==> config.mk <==
export PLATFORM = sky130hd
export DESIGN_NAME = cordic_sincos_iter
export DESIGN_NICKNAME = d
export VERILOG_FILES = /design/src/rtl/cordic_sincos_iter.sv
export SDC_FILE = /design/constraint.sdc
export NUM_CORES = 1
export LEC_CHECK = 0
export BUFFER_PORTS_ARGS = -buffer_cell sky130_fd_sc_hd__buf_2
export CORE_MARGIN = 1
export CORE_UTILIZATION = 30
export CTS_CLUSTER_SIZE = 25
export DETAILED_ROUTE_END_ITERATION = 10
export PLACE_DENSITY = 0.46
export SETUP_SLACK_MARGIN = 0.3
export SYNTH_ARGS = -nofsm -noshare
export SYNTH_HDL_FRONTEND = slang
export SYNTH_SLANG_ARGS = --single-unit
==> constraint.sdc <==
create_clock -name clk -period 11.2 [get_ports clk]
set_clock_uncertainty 0.2 [all_clocks]
set_input_delay 0 -clock clk [delete_from_list [all_inputs] [get_ports clk]]
set_output_delay 0 -clock clk [all_outputs]
set_load 0.02 [all_outputs]
==> src/rtl/cordic_sincos_iter.sv <==
// cordic_sincos_iter: iterative CORDIC sine/cosine engine.
// An unsigned phase angle (0..2^WIDTH-1 = 0..2pi) is folded into
// [-pi/2, pi/2) and rotated by ITER micro-rotations, one per cycle.
// The result is a Q2.(DATA_W-2) cosine/sine pair that is held until the
// consumer takes it.
// Handshake: a transfer happens on a rising clk edge where valid && ready
// are both high. in_ready is high only in IDLE and out_valid only in DONE.
// Both come straight from the state register. Once out_valid is high,
// cosine/sine stay fixed until the handshake.
// Optional build macro: CORDIC_ROUND_EN adds round-half-up to the x/y shifts.
module cordic_sincos_iter #(
   parameter int WIDTH  = 16,
   parameter int DATA_W = 18,
   parameter int ITER   = 16
) (
   input  logic                     clk,
   input  logic                     rst_n,
   input  logic                     in_valid,
   output logic                     in_ready,
   input  logic [WIDTH-1:0]         angle,
   output logic                     out_valid,
   input  logic                     out_ready,
   output logic signed [DATA_W-1:0] cosine,
   output logic signed [DATA_W-1:0] sine
);

   // The iteration counter runs 0..ITER. The value ITER marks the result-register cycle.
   localparam int IW = $clog2(ITER + 1);

   typedef enum logic [1:0] {
      IDLE = 2'd0,
      ROT  = 2'd1,
      DONE = 2'd2
   } state_t;

   // atan(2^-i) scaled so that 2^32 is a full circle.
   localparam logic [31:0] ATAN32 [32] = '{
      32'h20000000, 32'h12E4051E, 32'h09FB385B, 32'h051111D4,
      32'h028B0D43, 32'h0145D7E1, 32'h00A2F61E, 32'h00517C55,
      32'h0028BE53, 32'h00145F2F, 32'h000A2F98, 32'h000517CC,
      32'h00028BE6, 32'h000145F3, 32'h0000A2FA, 32'h0000517D,
      32'h000028BE, 32'h0000145F, 32'h00000A30, 32'h00000518,
      32'h0000028C, 32'h00000146, 32'h000000A3, 32'h00000051,
      32'h00000029, 32'h00000014, 32'h0000000A, 32'h00000005,
      32'h00000003, 32'h00000001, 32'h00000001, 32'h00000000
   };

   // CORDIC gain compensation 0.6072529350, rounded to the Q2 datapath.
   localparam logic signed [DATA_W-1:0] K_INIT =
      DATA_W'((64'h9B74EDA8 + ((64'd1 << 33) >> DATA_W)) >> (34 - DATA_W));

   // Rescale a 32-bit table entry to WIDTH bits with round-to-nearest.
   function automatic logic [WIDTH-1:0] atan_round(input int idx);
      logic [32:0] t;
      t = ({1'b0, ATAN32[idx]} + ((33'd1 << 32) >> (WIDTH + 1))) >> (32 - WIDTH);
      return t[WIDTH-1:0];
   endfunction

   // Arithmetic right shift. It can optionally round half-up using the last bit shifted out.
   function automatic logic signed [DATA_W-1:0] shr(input logic signed [DATA_W-1:0] v,
                                                    input logic [IW-1:0] s);
      logic signed [DATA_W-1:0] r;
      r = v >>> s;
`ifdef CORDIC_ROUND_EN
      if (s != '0) r = r + $signed({{(DATA_W-1){1'b0}}, v[s - 1'b1]});
`endif
      return r;
   endfunction

   logic [WIDTH-1:0] atan_lut [2**IW];

   for (genvar k = 0; k < 2**IW; k++) begin : g_atan
      if (k < ITER) begin : g_used
         localparam logic [WIDTH-1:0] ATAN_K = atan_round(k);
         assign atan_lut[k] = ATAN_K;
      end else begin : g_pad
         assign atan_lut[k] = '0;
      end
   end

   state_t                    state_q, state_d;
   logic signed [DATA_W-1:0]  x_q, x_d, y_q, y_d;
   logic signed [DATA_W-1:0]  x_sh, y_sh;
   logic signed [WIDTH-1:0]   z_q, z_d;
   logic [IW-1:0]             i_q, i_d;
   logic                      neg_q, neg_d;
   logic                      fold;
   logic signed [DATA_W-1:0]  cos_q, cos_d, sin_q, sin_d;

   // State and datapath registers. An asynchronous reset aborts any operation in flight.
   always_ff @(posedge clk or negedge rst_n) begin
      if (!rst_n) begin
         state_q <= IDLE;
         x_q     <= '0;
         y_q     <= '0;
         z_q     <= '0;
         i_q     <= '0;
         neg_q   <= 1'b0;
         cos_q   <= '0;
         sin_q   <= '0;
      end else begin
         state_q <= state_d;
         x_q     <= x_d;
         y_q     <= y_d;
         z_q     <= z_d;
         i_q     <= i_d;
         neg_q   <= neg_d;
         cos_q   <= cos_d;
         sin_q   <= sin_d;
      end
   end

   // Next state: capture and fold in IDLE, one micro-rotation per ROT cycle, hold in DONE.
   always_comb begin
      state_d = state_q;
      x_d     = x_q;
      y_d     = y_q;
      z_d     = z_q;
      i_d     = i_q;
      neg_d   = neg_q;
      cos_d   = cos_q;
      sin_d   = sin_q;
      fold    = angle[WIDTH-1] ^ angle[WIDTH-2];
      x_sh    = shr(x_q, i_q);
      y_sh    = shr(y_q, i_q);
      case (state_q)
         IDLE: begin
            if (in_valid) begin
               // Quadrants 2 and 3 rotate by angle-pi. The result is negated afterwards.
               neg_d   = fold;
               z_d     = fold ? $signed(angle ^ {1'b1, {(WIDTH-1){1'b0}}}) : $signed(angle);
               x_d     = K_INIT;
               y_d     = '0;
               i_d     = '0;
               state_d = ROT;
            end
         end
         ROT: begin
            if (i_q == IW'(ITER)) begin
               cos_d   = neg_q ? -x_q : x_q;
               sin_d   = neg_q ? -y_q : y_q;
               state_d = DONE;
            end else begin
               if (z_q[WIDTH-1]) begin
                  x_d = x_q + y_sh;
                  y_d = y_q - x_sh;
                  z_d = z_q + atan_lut[i_q];
               end else begin
                  x_d = x_q - y_sh;
                  y_d = y_q + x_sh;
                  z_d = z_q - atan_lut[i_q];
               end
               i_d = i_q + 1'b1;
            end
         end
         DONE: begin
            if (out_ready) state_d = IDLE;
         end
         default: state_d = IDLE;
      endcase
   end

   assign in_ready  = (state_q == IDLE);
   assign out_valid = (state_q == DONE);
   assign cosine    = cos_q;
   assign sine      = sin_q;

endmodule
==> results.toml <==
[logic_synthesis]
synth.top_cell.area_share = 0.246
synth_area_um2 = 9770
ys_ff_latch = 96
yosysWarnings = 0
synth_edf_count = 0
synth_cell_types = 84
syn_nets = 1296
yosysSeqAreaShare = 0.246
synthArstFlopShare = 1.00
ys.flop_type = "dfrtp_1"
avgSynthCellArea_um2 = 8.06
synth_area_leaders = "dfrtp_1 25%, ha_1 7.8%, o21ai_0 6.3%"
synthTopCellsByCount = "156 x nand2_1, 123 x o21ai_0, 103 x nor2_1"
syn_inst = 1212
yosys.area.top_type = "dfrtp_1"
synth.most_common_cell = "nand2_1"

[clocking]
ctsHoldBuffers = 18
cts_tree = "built"
cts_buffers = 9
cts_setup_buffers = 0
clock_path_buffers = 2
clock-root-buffer = "clkbuf_16"
clk_pin_slew_ns = 0.08
cts_resized = 0
clkLatencyLatePin_ns = 0.37
htreeDepth = 3
cts_sinks = 96

[place]
io_buffers = 57
place_hpwl_mm = 21.4
place_ws_ns = 5.39
finalWeightedCongestion = 0.879

[timing]
rsz0062_at_grt = "false"
finalHoldViolations = 0
worst_pin_slew_ns = 1.11
maxSlewViolCount = 0
fin_crit_sh = 0.530
timing.setup.tns_ns = 0
max_freq_mhz = 168
period_needed_ns = 5.93
setup_viol = 0
whs_ns = 0.00897
layout_setup_ws_ns = 5.27
slew_headroom = 0.260

[die]
core_um2 = 31800
dieHeight_um = 182
die_w_um = 182
pin_count = 58
die-area_um2 = 33300
row_count = 65
start_util = 0.307

[cells_and_area]
fin_nets = 1317
multi_input_area_um2 = 6900
antenna_cells = 0
area_growth_pct = 11.2
drive_gt1_frac = 0.117
seq_area_um2 = 2410
nFillCells = 3388
post-route-util = 0.342

[critical_path]
end_kind = "register"
path_common_cell = "o21ai_0"
cp-start-kind = "register"
cp_slowest_cell = "clkinv_1"
crit_chain = "buf_4, clkinv_1, mux2i_4, o21ai_1, a221oi_1, and4bb_1, nor2_1, xnor2_1, ha_1, o21ai_0, o21ai_0, o31a_1, nand4_1, a31oi_1, a211oi_1, or3_1, xnor3_1, a21oi_1, o21bai_1"
cp_top_family = "compound AO/OA/AOI/OAI gates"
path_buf_inv = 2
criticalPathCategory = "register to register"
critPathMaxFanout = 41
cp.arrival_ns = 5.98
cpPeakStageDelay_ns = 0.83
cp.required_ns = 11.24

[drt]
routed_via_density = 5.34
drtIter0Drc = 583
route.vias.total = 8932
wl_per_cell_um = 17.9
drt_pass1_iterations = 5
wl_mm = 29.9
ant_nets = 0
drc = 0

[global_routing]
grt_pass1_wl_mm = 48.5
grtUsageMet1 = 0.249
grt_max_degree = 74
grt_pass1_vias = 8681
use_met3 = 0.0349
antenna_found_initial = 0
use_met2 = 0.300
grt_busiest_layer = "met2"
grt_usage = 0.185
grt.overflow.total = 0

[hold_path]
hold_path.class = "input port to register"

[status]
status = "complete, no violations"

[flow_run]
cap_violations = 0
tightest hold or removal path: cells and delay by family:
kind,cells,cell delay [ns]
buf+inv,2,0.31
simple gates,3,0.21
registers in the layout, summed over array words and instances, names as in the netlist:
signal and flops:
cosine 18, i_q 5, neg_q 1, sine 18
state_q 2, x_q 18, y_q 18, z_q 16
final cells by class:
type,count,share of cell area
inverters,35,0.0121
multi-input cells,1000,0.635
flip-flops and latches,96,0.221
repair buffers,91,0.0541
clock inverters,6,0.00530
well taps,435,0.0501
clock buffers,10,0.0220
layout by cell type (no fill, tap or decap), drive strengths merged, types with 8 or more instances in the layout:
cell	Yosys	layout
clkbuf	61	10
a21o	17	17
a31oi	23	23
mux2i	30	30
nand3	41	41
o31ai	14	14
nor3	32	32
mux4	27	27
nor2	103	103
mux2	11	11
o21bai	8	8
a21oi	73	73
and2	8	8
and3	9	9
dfrtp	96	96
nand2	156	156
dlygate4sd3	0	18
nand2b	15	15
inv	31	35
ha	61	61
or3	21	21
o211ai	11	11
xnor2	51	51
nor2b	10	10
buf	20	73
o21ai	125	125
xor2	55	55
final timing paths:
path	from	end	slack (ns)	depth (start not counted)
worst max-delay path	i_q[2]	x_q[17]	5.27	19
worst min-delay path	in_valid	x_q[7]	0.009	5
worst max register to register	i_q[2]	x_q[17]	5.27	19
worst min register to register	cosine[4]	cosine[4]	0.27	2
max in group asynchronous	rst_n	i_q[0]	9.65	3
min in group asynchronous	rst_n	sine[8]	0.03	2
per-stage QoR:
stage	cell area, um2	cells
2_1_floorplan	9770	1212
3_3_place_gp	10400	1639
3_5_place_dp	10400	1639
4_1_cts	10900	1673
5_1_grt	10900	1673
6_report	10900	1673
layer usage:
layer | vias to the layer above | share of wire
li1 | 4401 | -
met1 | 4243 | 0.47
met2 | 254 | 0.45
met3 | 34 | 0.054
met4 | 0 | 0.022
met5 | - | 0
cell families (layout without fill, tap and decap cells):
group	Yosys count	after routing	synth area share
muxes	68	68	0.109
DFF	96	96	0.246
xor gates and xnor gates	107	107	0.0973
AOI/OAI and AO/OA	328	328	0.205
and+or+nand+nor	433	433	0.208
buffers and inverters	116	142	0.0498
adders and majority gates	64	64	0.0843
Power is left out: the tool's default activity adds up to more than one toggle a clock period on the data nets, which glitch-free logic cannot reach.
